<file path="src/rtl/dbg_pkg.sv">
// Shared command codes, FSM state type, response words and decode helpers
// for the core-side debug responder.
package dbg_pkg;

  localparam logic [7:0] DBG_CMD_NONE   = 8'h00;
  localparam logic [7:0] DBG_CMD_HALT   = 8'h01;
  localparam logic [7:0] DBG_CMD_RESUME = 8'h02;
  localparam logic [7:0] DBG_CMD_RD_REG = 8'h03;
  localparam logic [7:0] DBG_CMD_WR_REG = 8'h04;
  localparam logic [7:0] DBG_CMD_RD_PC  = 8'h05;
  localparam logic [7:0] DBG_CMD_WR_PC  = 8'h06;

  localparam logic [31:0] DBG_RESP_REJECT  = 32'h0BAD_C0DE;
  localparam logic [31:0] DBG_RESP_TIMEOUT = 32'hFFFF_FFFF;

  typedef enum logic [2:0] {
    ST_IDLE      = 3'd0,
    ST_HALT_WAIT = 3'd1,
    ST_RF_RD     = 3'd2,
    ST_EXEC      = 3'd3,
    ST_DONE      = 3'd4
  } dbg_state_e;

  // True for every command code the responder acts on (00 and unknown codes are ignored).
  function automatic logic dbg_cmd_valid(input logic [7:0] cmd);
    return (cmd >= DBG_CMD_HALT) && (cmd <= DBG_CMD_WR_PC);
  endfunction

  // Register and PC commands are only safe while the pipeline is drained.
  function automatic logic dbg_cmd_needs_halt(input logic [7:0] cmd);
    return (cmd >= DBG_CMD_RD_REG) && (cmd <= DBG_CMD_WR_PC);
  endfunction

endpackage

</file>
<file path="src/rtl/core_dbg_responder_if.sv">
// Debug command bus between the debug module (master) and the core (slave).
interface core_dbg_responder_if;

  logic [7:0]  cmd;
  logic [31:0] addr;
  logic [31:0] data_dbg_dut;
  logic [31:0] data_dut_dbg;
  logic        dut_done;

  modport master (
    output cmd,
    output addr,
    output data_dbg_dut,
    input  data_dut_dbg,
    input  dut_done
  );

  modport slave (
    input  cmd,
    input  addr,
    input  data_dbg_dut,
    output data_dut_dbg,
    output dut_done
  );

endinterface

</file>
<file path="src/rtl/core_dbg_responder.sv">
// Core-side debug responder: latches a debug command, executes it against the
// pipeline / regfile / IF PC and answers with response data and a done pulse.
// Every output is driven straight from a flop.
module core_dbg_responder
  import dbg_pkg::*;
#(
  parameter int HALT_TIMEOUT = 256,
  parameter int RF_LAT       = 1
) (
  input  logic                 clk,
  input  logic                 rst_i,
  core_dbg_responder_if.slave  dbg,
  output logic                 halt_req_o,
  input  logic                 halted_i,
  output logic [4:0]           rf_addr_o,
  output logic                 rf_we_o,
  output logic [31:0]          rf_wdata_o,
  input  logic [31:0]          rf_rdata_i,
  input  logic [31:0]          if_pc_i,
  output logic                 pc_we_o,
  output logic [31:0]          pc_wdata_o,
  output logic                 flush_o
);

  localparam int              CNT_W    = $clog2(HALT_TIMEOUT + 1);
  localparam logic [CNT_W-1:0] TO_LIMIT = CNT_W'(HALT_TIMEOUT);
  localparam logic [1:0]       LAT_LIM  = 2'(RF_LAT);

  dbg_state_e       state_r,     state_s;
  logic [7:0]       cmd_r,       cmd_s;
  logic [4:0]       addr_r,      addr_s;
  logic [31:0]      data_r,      data_s;
  logic [CNT_W-1:0] cnt_r,       cnt_s;
  logic [CNT_W-1:0] cnt_inc_s;
  logic [1:0]       lat_r,       lat_s;

  logic [31:0]      dbg_data_r,  dbg_data_s;
  logic             done_r,      done_s;
  logic             halt_req_r,  halt_req_s;
  logic [4:0]       rf_addr_r,   rf_addr_s;
  logic             rf_we_r,     rf_we_s;
  logic [31:0]      rf_wdata_r,  rf_wdata_s;
  logic             pc_we_r,     pc_we_s;
  logic [31:0]      pc_wdata_r,  pc_wdata_s;
  logic             flush_r,     flush_s;

  // Only the register index part of the address is meaningful.
  logic             addr_hi_unused_s;
  assign addr_hi_unused_s = ^dbg.addr[31:5];

  assign cnt_inc_s = cnt_r + {{(CNT_W-1){1'b0}}, 1'b1};

  // Next-state and next-output decode; every register holds unless a state changes it.
  always_comb begin
    state_s    = state_r;
    cmd_s      = cmd_r;
    addr_s     = addr_r;
    data_s     = data_r;
    cnt_s      = cnt_r;
    lat_s      = lat_r;
    dbg_data_s = dbg_data_r;
    done_s     = 1'b0;
    halt_req_s = halt_req_r;
    rf_addr_s  = rf_addr_r;
    rf_we_s    = 1'b0;
    rf_wdata_s = rf_wdata_r;
    pc_we_s    = 1'b0;
    pc_wdata_s = pc_wdata_r;
    flush_s    = 1'b0;

    case (state_r)
      ST_IDLE: begin
        if (dbg_cmd_valid(dbg.cmd)) begin
          cmd_s  = dbg.cmd;
          addr_s = dbg.addr[4:0];
          data_s = dbg.data_dbg_dut;
          if (dbg_cmd_needs_halt(dbg.cmd) && !halted_i) begin
            // Running core: refuse without touching regfile or PC.
            dbg_data_s = DBG_RESP_REJECT;
            state_s    = ST_DONE;
          end else begin
            case (dbg.cmd)
              DBG_CMD_HALT: begin
                halt_req_s = 1'b1;
                if (halted_i) begin
                  dbg_data_s = 32'h0000_0000;
                  state_s    = ST_DONE;
                end else begin
                  cnt_s   = {CNT_W{1'b0}};
                  state_s = ST_HALT_WAIT;
                end
              end
              DBG_CMD_RESUME: begin
                halt_req_s = 1'b0;
                state_s    = ST_DONE;
              end
              DBG_CMD_RD_REG: begin
                rf_addr_s = dbg.addr[4:0];
                lat_s     = 2'd0;
                state_s   = ST_RF_RD;
              end
              DBG_CMD_WR_REG: begin
                state_s = ST_EXEC;
              end
              DBG_CMD_RD_PC: begin
                dbg_data_s = if_pc_i;
                state_s    = ST_DONE;
              end
              DBG_CMD_WR_PC: begin
                state_s = ST_EXEC;
              end
              default: begin
                state_s = ST_IDLE;
              end
            endcase
          end
        end else begin
          state_s = ST_IDLE;
        end
      end

      ST_HALT_WAIT: begin
        if (halted_i) begin
          dbg_data_s = 32'h0000_0000;
          state_s    = ST_DONE;
        end else if (cnt_inc_s == TO_LIMIT) begin
          // Core never drained: withdraw the request so it keeps running.
          cnt_s      = cnt_inc_s;
          halt_req_s = 1'b0;
          dbg_data_s = DBG_RESP_TIMEOUT;
          state_s    = ST_DONE;
        end else begin
          cnt_s = cnt_inc_s;
        end
      end

      ST_RF_RD: begin
        // Capture and done are issued together so the read finishes in 2+RF_LAT cycles.
        if (lat_r == LAT_LIM) begin
          if (addr_r == 5'd0) begin
            dbg_data_s = 32'h0000_0000;
          end else begin
            dbg_data_s = rf_rdata_i;
          end
          done_s  = 1'b1;
          state_s = ST_IDLE;
        end else begin
          lat_s = lat_r + 2'd1;
        end
      end

      ST_EXEC: begin
        if (cmd_r == DBG_CMD_WR_REG) begin
          rf_addr_s  = addr_r;
          rf_wdata_s = data_r;
          rf_we_s    = (addr_r != 5'd0);
        end else if (cmd_r == DBG_CMD_WR_PC) begin
          pc_wdata_s = data_r;
          pc_we_s    = 1'b1;
          flush_s    = 1'b1;
        end else begin
          rf_we_s = 1'b0;
        end
        state_s = ST_DONE;
      end

      ST_DONE: begin
        done_s  = 1'b1;
        state_s = ST_IDLE;
      end

      default: begin
        state_s = ST_IDLE;
      end
    endcase
  end

  // State, latched command and output registers with synchronous reset.
  always_ff @(posedge clk) begin
    if (rst_i) begin
      state_r    <= ST_IDLE;
      cmd_r      <= 8'h00;
      addr_r     <= 5'd0;
      data_r     <= 32'h0000_0000;
      cnt_r      <= {CNT_W{1'b0}};
      lat_r      <= 2'd0;
      dbg_data_r <= 32'h0000_0000;
      done_r     <= 1'b0;
      halt_req_r <= 1'b0;
      rf_addr_r  <= 5'd0;
      rf_we_r    <= 1'b0;
      rf_wdata_r <= 32'h0000_0000;
      pc_we_r    <= 1'b0;
      pc_wdata_r <= 32'h0000_0000;
      flush_r    <= 1'b0;
    end else begin
      state_r    <= state_s;
      cmd_r      <= cmd_s;
      addr_r     <= addr_s;
      data_r     <= data_s;
      cnt_r      <= cnt_s;
      lat_r      <= lat_s;
      dbg_data_r <= dbg_data_s;
      done_r     <= done_s;
      halt_req_r <= halt_req_s;
      rf_addr_r  <= rf_addr_s;
      rf_we_r    <= rf_we_s;
      rf_wdata_r <= rf_wdata_s;
      pc_we_r    <= pc_we_s;
      pc_wdata_r <= pc_wdata_s;
      flush_r    <= flush_s;
    end
  end

  assign dbg.data_dut_dbg = dbg_data_r;
  assign dbg.dut_done     = done_r;
  assign halt_req_o       = halt_req_r;
  assign rf_addr_o        = rf_addr_r;
  assign rf_we_o          = rf_we_r;
  assign rf_wdata_o       = rf_wdata_r;
  assign pc_we_o          = pc_we_r;
  assign pc_wdata_o       = pc_wdata_r;
  assign flush_o          = flush_r;

endmodule

</file>
<file path="src/flat_wrapper.sv">
// flat-port wrapper written by rule: the top's interface ports become plain ports
module core_dbg_responder_flat import dbg_pkg::*;
#(
  parameter int HALT_TIMEOUT = 256,
  parameter int RF_LAT       = 1
)
  (clk, rst_i, halt_req_o, halted_i, rf_addr_o, rf_we_o, rf_wdata_o, rf_rdata_i, if_pc_i, pc_we_o, pc_wdata_o, flush_o, dbg_cmd, dbg_addr, dbg_data_dbg_dut, dbg_data_dut_dbg, dbg_dut_done);
  core_dbg_responder_if dbg_i ();
  input  logic clk;
  input  logic rst_i;
  output logic halt_req_o;
  input  logic halted_i;
  output logic [4:0] rf_addr_o;
  output logic rf_we_o;
  output logic [31:0] rf_wdata_o;
  input  logic [31:0] rf_rdata_i;
  input  logic [31:0] if_pc_i;
  output logic pc_we_o;
  output logic [31:0] pc_wdata_o;
  output logic flush_o;
  input wire logic [$bits(dbg_i.cmd)-1:0] dbg_cmd;
  input wire logic [$bits(dbg_i.addr)-1:0] dbg_addr;
  input wire logic [$bits(dbg_i.data_dbg_dut)-1:0] dbg_data_dbg_dut;
  output wire logic [$bits(dbg_i.data_dut_dbg)-1:0] dbg_data_dut_dbg;
  output wire logic [$bits(dbg_i.dut_done)-1:0] dbg_dut_done;
  assign dbg_i.cmd = dbg_cmd;
  assign dbg_i.addr = dbg_addr;
  assign dbg_i.data_dbg_dut = dbg_data_dbg_dut;
  assign dbg_data_dut_dbg = dbg_i.data_dut_dbg;
  assign dbg_dut_done = dbg_i.dut_done;
  core_dbg_responder #(.HALT_TIMEOUT(HALT_TIMEOUT), .RF_LAT(RF_LAT)) u_core (.clk(clk), .rst_i(rst_i), .dbg(dbg_i), .halt_req_o(halt_req_o), .halted_i(halted_i), .rf_addr_o(rf_addr_o), .rf_we_o(rf_we_o), .rf_wdata_o(rf_wdata_o), .rf_rdata_i(rf_rdata_i), .if_pc_i(if_pc_i), .pc_we_o(pc_we_o), .pc_wdata_o(pc_wdata_o), .flush_o(flush_o));
endmodule
</file>
<file path="config.mk">
export PLATFORM = sky130hd
export DESIGN_NAME = core_dbg_responder_flat
export DESIGN_NICKNAME = d
export VERILOG_FILES = /design/src/rtl/dbg_pkg.sv /design/src/rtl/core_dbg_responder_if.sv /design/src/rtl/core_dbg_responder.sv /design/src/flat_wrapper.sv
export SDC_FILE = /design/constraint.sdc
export NUM_CORES = 1
export LEC_CHECK = 0
export ABC_AREA = 1
export CAP_MARGIN = 20
export CORE_MARGIN = 3
export CORE_UTILIZATION = 45
export DETAILED_ROUTE_END_ITERATION = 8
export PLACE_DENSITY = 0.8
export SYNTH_ARGS = -nofsm -noshare
export SYNTH_HDL_FRONTEND = slang
export SYNTH_SLANG_ARGS = --single-unit
</file>
<file path="constraint.sdc">
create_clock -name clk -period 2.45 [get_ports clk]
set_clock_uncertainty 0.2 [all_clocks]
set_input_delay 0.49 -clock clk [delete_from_list [all_inputs] [get_ports clk]]
set_output_delay 0.49 -clock clk [all_outputs]
set_load 0.01 [all_outputs]
</file>
# Yosys cells after proc, flatten, opt, wreduce, memory -nomap -nowiden
# Cells that the tools add are included.
dict set report word_totals {
  inputBits 139
  mem_count 0
  mem_bits_ro 0
  output_inout_bits 106
  regBits 164
  ram_bits 0
  latch_bits 0
}
dict set report op_classes {
  reduce_logical 24
  mux 42
  div 0
  shift 0
  n_addsub 2
  n_eq_ne 28
  mul 0
  bitwise 2
  magnitude_cmp 3
}
# cell n
set ops {}
lappend ops {{32-bit two-way mux} 7}
lappend ops {{32-bit case mux with 3 select lines} 1}
lappend ops {{32-bit case mux with 2 select lines} 1}
lappend ops {{9-bit two-way mux} 5}
lappend ops {{8-bit by 3-bit equality test with 1-bit output (second input constant)} 5}
lappend ops {{3-bit case mux with 4 select lines} 2}
lappend ops {{5-bit two-way mux} 4}
lappend ops {{3-bit two-way mux} 6}
lappend ops {{9-bit case mux with 2 select lines} 1}
lappend ops {{6-bit AND reduction} 3}
lappend ops {{8-bit by 2-bit equality test with 1-bit output (second input constant)} 2}
lappend ops {{2-bit != test (second input constant)} 6}
lappend ops {{5-bit case mux with 2 select lines} 1}
lappend ops {{5-bit AND reduction} 2}
lappend ops {{9-bit by 1-bit adder with 9-bit output (second input constant)} 1}
lappend ops {{9-bit equality test (second input constant)} 1}
lappend ops {{8-bit by 1-bit equality test with 1-bit output (second input constant)} 1}
lappend ops {{8-bit by 1-bit >= comparator with 1-bit output (second input constant)} 1}
lappend ops {{8-bit by 2-bit >= comparator with 1-bit output (second input constant)} 1}
lappend ops {{8-bit by 3-bit less-or-equal comparator with 1-bit output (second input constant)} 1}
lappend ops {{2-bit two-way mux} 4}
lappend ops {{2-bit by 1-bit != test with 1-bit output (second input constant)} 4}
lappend ops {{4-bit by 3-bit != test with 1-bit output (second input constant)} 2}
lappend ops {{3-bit by 2-bit equality test with 1-bit output (second input constant)} 2}
lappend ops {{21 further kinds} 37}

# Depth between registers and ports, before layout
dict set report depth {
  ltp_word 6
  ltp_mapped 14
}

# Least setup slack after synthesis
# OpenSTA, ideal clock, no wires.
dict set report synth_timing {
  path_type {input to register}
  start {input dbg_cmd[5]}
  end {register u_core.dbg_data_r[24] (netlist: u_core.dbg.data_dut_dbg[24])}
  stages 12
  path_slack_ns 0.490
  arrival_ns 1.645
  setup_ns 0.115
  n_path_buf 2
  path_cell_list {nor2_1 -> nand2_2 -> nor2_1 -> nand2_1 -> nand3_1 -> nand2_1 -> nor2_4 -> buf_6 -> buf_6 -> nand3b_1 -> nand2_1 -> nor2_1}
}
dict set report synth_between {
  elab_chain_cells 6
}
# element line_no
set synth_lines {}
lappend synth_lines {{start: declaration} flat_wrapper.sv:21} ;# input wire logic [$bits(dbg_i.cmd)-1:0] dbg_cmd;
lappend synth_lines {{8-bit by 2-bit >= comparator with 1-bit output / 8-bit by 3-bit less-or-equal comparator with 1-bit output (equally long branches)} {dbg_pkg.sv:31, dbg_pkg.sv:26}}
lappend synth_lines {{1-bit logical AND} dbg_pkg.sv:31} ;# return (cmd >= DBG_CMD_RD_REG) && (cmd <= DBG_CMD_WR_PC);
lappend synth_lines {{1-bit logical AND} core_dbg_responder.sv:77} ;# if (dbg_cmd_needs_halt(dbg.cmd) && !halted_i) begin
lappend synth_lines {{32-bit two-way mux} core_dbg_responder.sv:77}
lappend synth_lines {{32-bit two-way mux} core_dbg_responder.sv:73} ;# if (dbg_cmd_valid(dbg.cmd)) begin
lappend synth_lines {{32-bit case mux with 3 select lines} core_dbg_responder.sv:71} ;# case (state_r)
lappend synth_lines {{end signal: assignment} core_dbg_responder.sv:203} ;# dbg_data_r <= dbg_data_s;
lappend synth_lines {{end: declaration} core_dbg_responder.sv:37} ;# logic [31:0] dbg_data_r, dbg_data_s;
# Parallel ways exist; a longest one is shown, timed or not. The select of a mux whose other input is x is not followed.
# A chain may end at the register's enable or synchronous reset.

# Final worst setup path
dict set report layout_timing {
  start {register u_core.cnt_r[0]}
  end {register u_core.dbg_data_r[25] (netlist: u_core.dbg.data_dut_dbg[25])}
}
dict set report layout_between {
  elab_chain_cells 4
}
# element line_no
set layout_lines {}
lappend layout_lines {{start: declaration} core_dbg_responder.sv:33} ;# logic [CNT_W-1:0] cnt_r, cnt_s;
lappend layout_lines {{start signal: assignment} core_dbg_responder.sv:185} ;# cnt_r <= {CNT_W{1'b0}};
lappend layout_lines {{start signal: assignment} core_dbg_responder.sv:201} ;# cnt_r <= cnt_s;
lappend layout_lines {{9-bit by 1-bit adder with 9-bit output} core_dbg_responder.sv:51} ;# assign cnt_inc_s = cnt_r + {{(CNT_W-1){1'b0}}, 1'b1};
lappend layout_lines {{9-bit equality test} core_dbg_responder.sv:126} ;# end else if (cnt_inc_s == TO_LIMIT) begin
lappend layout_lines {{3-bit by 2-bit != test with 1-bit output (no line)} n/a}
lappend layout_lines {{6-bit AND reduction (no line)} n/a}
# No other way between the ends.

==> results_dict.tcl <==
set metrics [dict create \
    die_w_um 130.5 \
    nFillCells 1271 \
    pwr-share-comb 0.086 \
    slew_viol_final 0 \
    area.sequential_mm2 0.003283 \
    period_share 0.8991 \
    portBuffers 217 \
    end_kind "flip-flop" \
    slew_headroom 0.6185 \
    cts_max_level 4 \
    swShare 0.2325 \
    die-area_mm2 0.01703 \
    maxCapViolations 0 \
    grt_pass1_wl_um 30360 \
    syn-num-nets 1100 \
    grt_use_total 0.2203 \
    synth-seq-cells 164 \
    wl_per_cell_um 13.77 \
    powerDensity_mw_per_mm2 575.9 \
    ir_drop_uv 654.8 \
    multi_input_area_mm2 0.003009 \
    synth_cell_types 34 \
    antenna_found_initial 0 \
    cts_buffers 17 \
    cts_setup_buffers 0 \
    num_vias 6836 \
    hp-class "flip-flop to flip-flop" \
    critPathLaunchType "flip-flop" \
    cp_slowest_stage_delay_ns 0.38 \
    grt_pass1_vias 6579 \
    placed_area_mm2 0.009523 \
    wl_um 18970 \
    post-route-min-period_ns 2.203 \
    cts_tree "built" \
    cts_hold_buf 0 \
    p_switching_uw 1353 \
    fin_area_mm2 0.01011 \
    worstPathCellList "ha_1, nand2_1, nor2_1, nand2_1, nand2_1, nand2_1, nor2_1, nand3_1, nand2_2, nand2_1, buf_12, nand2_1, nand2_1, nor2_1" \
    drcViolationCount 0 \
    fmax_ghz 0.4540 \
    report.final.hold_viol_count 0 \
    vias_per_cell 4.961 \
    avgSynthCellArea_um2 7.275 \
    cts_root_buffer "clkbuf_16" \
    seqPwrFrac 0.469 \
    critPathArrivalTime_ns 2.36 \
    grt_max_degree 74 \
    path_max_fanout 20 \
    layout_common_cells "216 x clkdlybuf4s50_1, 165 x nand2_1, 164 x dfxtp_1" \
    synth-seq-area-share 0.4706 \
    slowest_stage "dfxtp_1" \
    p_clk_frac 0.445 \
    area_delta_synth_final_pct 44.87 \
    drtPass1Iterations 4 \
    post-route-util 0.6800 \
    path_class "flip-flop to flip-flop" \
    postRouteAntennaNets 0 \
    drive_gt1_frac 0.09213 \
    cpLargestDelayFamily "simple AND/OR/NAND/NOR gates" \
    critPathBufInv 1 \
    setup_tns_ns 0 \
    dieHeight_um 130.5 \
    critical_path.most_common_cell "nand2_1" \
    overflow 0 \
    core_mm2 0.01486 \
    cts_sinks 164 \
    antenna_cells 0 \
    leakagePower_uw 0.004056 \
    clk_pin_slew_worst_paths_ns 0.06 \
    netlist_area_mm2 0.006977 \
    rsz0062_at_grt "false" \
    dp_hpwl_um 13300 \
    tightest_slew_ns 0.5723 \
    p_int_uw 4468 \
    syn_inst 959 \
    cts_buffer_depth 2 \
    drt_iter0_drc 289 \
    yosysWarnings 0 \
    final_nets 1322 \
    final_common_cell "clkdlybuf4s50_1" \
    required_ns 2.61 \
    rows 44 \
    gp_congestion 0.8248 \
    io_pins 245 \
    setup_viol 0 \
    status "finished, final reports clean" \
    clk_latency_ns 0.42 \
    start_util 0.4694 \
]
-- stage by stage --
step | setup WS [ns] | power [uW] | cells | hold WS [ns]
after floorplan | 0.4904 | 2988 | 959 | 0.2235
after global placement | -0.1408 | 3282 | 1346 | 0.2318
after detailed placement | -0.1601 | 3288 | 1346 | 0.2370
after CTS | 0.1365 | 5864 | 1378 | 0.2487
after global routing | 0.01427 | 6041 | 1378 | 0.2654
final | 0.2472 | 5821 | 1378 | 0.2468
-- sequential cells by signal, indices dropped and copies added (netlist names) --
name and cells:
u_core.cmd_r 8, u_core.rf_we_o 1, u_core.lat_r 2, u_core.cnt_r 9
u_core.dbg.dut_done 1, u_core.addr_r 5, u_core.halt_req_o 1, u_core.pc_wdata_o 32
u_core.rf_addr_o 5, u_core.data_r 32, u_core.rf_wdata_o 32, u_core.state_r 3
u_core.pc_we_o 1, u_core.dbg.data_dut_dbg 32
-- cell families after synthesis --
family / count (synthesis) / synth area share
AO/OA/AOI/OAI: 245 / 0.1885
XOR/XNOR: 1 / 0.001256
adder cells (fa/ha/maj): 2 / 0.003586
buffers and inverters: 162 / 0.09846
flip-flops: 164 / 0.4706
AND/OR/NAND/NOR: 385 / 0.2376
-- power by group through the flow --
| stage | registers [uW] | logic (uW) | clock network (uW) |
|---|---|---|---|
| 3_5_place_dp | 2790 | 497 | 0 |
| 2_1_floorplan | 2800 | 186 | 0 |
| 5_1_grt | 2740 | 548 | 2760 |
| 6_report | 2730 | 499 | 2590 |
| 4_1_cts | 2730 | 501 | 2630 |
| 3_3_place_gp | 2790 | 492 | 0 |
-- layer usage --
metal  up-vias  share of wire  GRT usage
met5         -              0          0
met4         0          0.024    0.07562
met3        32          0.092     0.1020
met2       179           0.47     0.3642
met1      3064           0.41     0.2524
li1       3561              -          -
-- synth_stat cells --
library cell	count	share of area
xor2_1	1	0.0013
inv_1	92	0.049
nor2_4	3	0.0048
a211oi_1	32	0.034
clkbuf_2	2	0.0014
ha_1	2	0.0036
inv_2	8	0.0043
buf_2	22	0.016
a31oi_1	1	0.00090
or2_2	1	0.00090
dfxtp_1	164	0.47
o211ai_1	2	0.0022
nand4_1	6	0.0054
nand3_1	62	0.044
o21ai_1	5	0.0036
nand3_2	1	0.0014
nor4_1	1	0.00090
nand2_1	166	0.089
nand3b_1	2	0.0022
buf_4	5	0.0054
o21ai_0	88	0.063
nor2_2	6	0.0054
nand3b_2	1	0.0016
nor3b_1	1	0.0011
nor3_4	2	0.0047
a21oi_1	116	0.083
nand2_2	4	0.0036
nor3_2	2	0.0029
o31ai_1	1	0.0011
nor3_1	4	0.0029
buf_6	4	0.0065
buf_1	1	0.00054
clkbuf_1	28	0.015
nor2_1	123	0.066
-- final cells by class --
class / count / share of cell area
flip-flops and latches: 164 / 0.3248
multi-input cells: 633 / 0.2977
repair buffers: 265 / 0.2607
clock buffers: 20 / 0.04518
inverters: 100 / 0.03714
well taps: 184 / 0.02278
clock inverters: 12 / 0.01164
-- final timing paths --
check | from | endpoint | slack [ns] | cells past startpoint
setup / recovery | u_core.cnt_r[0] | u_core.dbg.data_dut_dbg[25] | 0.25 | 14
hold / removal | u_core.rf_addr_o[1] | u_core.rf_addr_o[1] | 0.25 | 2
hold reg to reg | u_core.rf_addr_o[1] | u_core.rf_addr_o[1] | 0.25 | 2
setup reg to reg | u_core.cnt_r[0] | u_core.dbg.data_dut_dbg[25] | 0.25 | 14
-- worst reg2reg max path, delay by kind of cell, from the launching register on --
family                   cells  cell delay (ns)
AND/OR/NAND/NOR             12             1.22
adder cells (fa/ha/maj)      1             0.19
flip-flops                   1             0.38
buffers and inverters        1             0.17
-- repair_timing --
item                                    in CTS  in global routing
endpoints found under the hold margin        0                  0
endpoints found under the setup margin       0                 28
resized for setup                            0                  4
No activity file was read; power rests on OpenSTA's default activity.
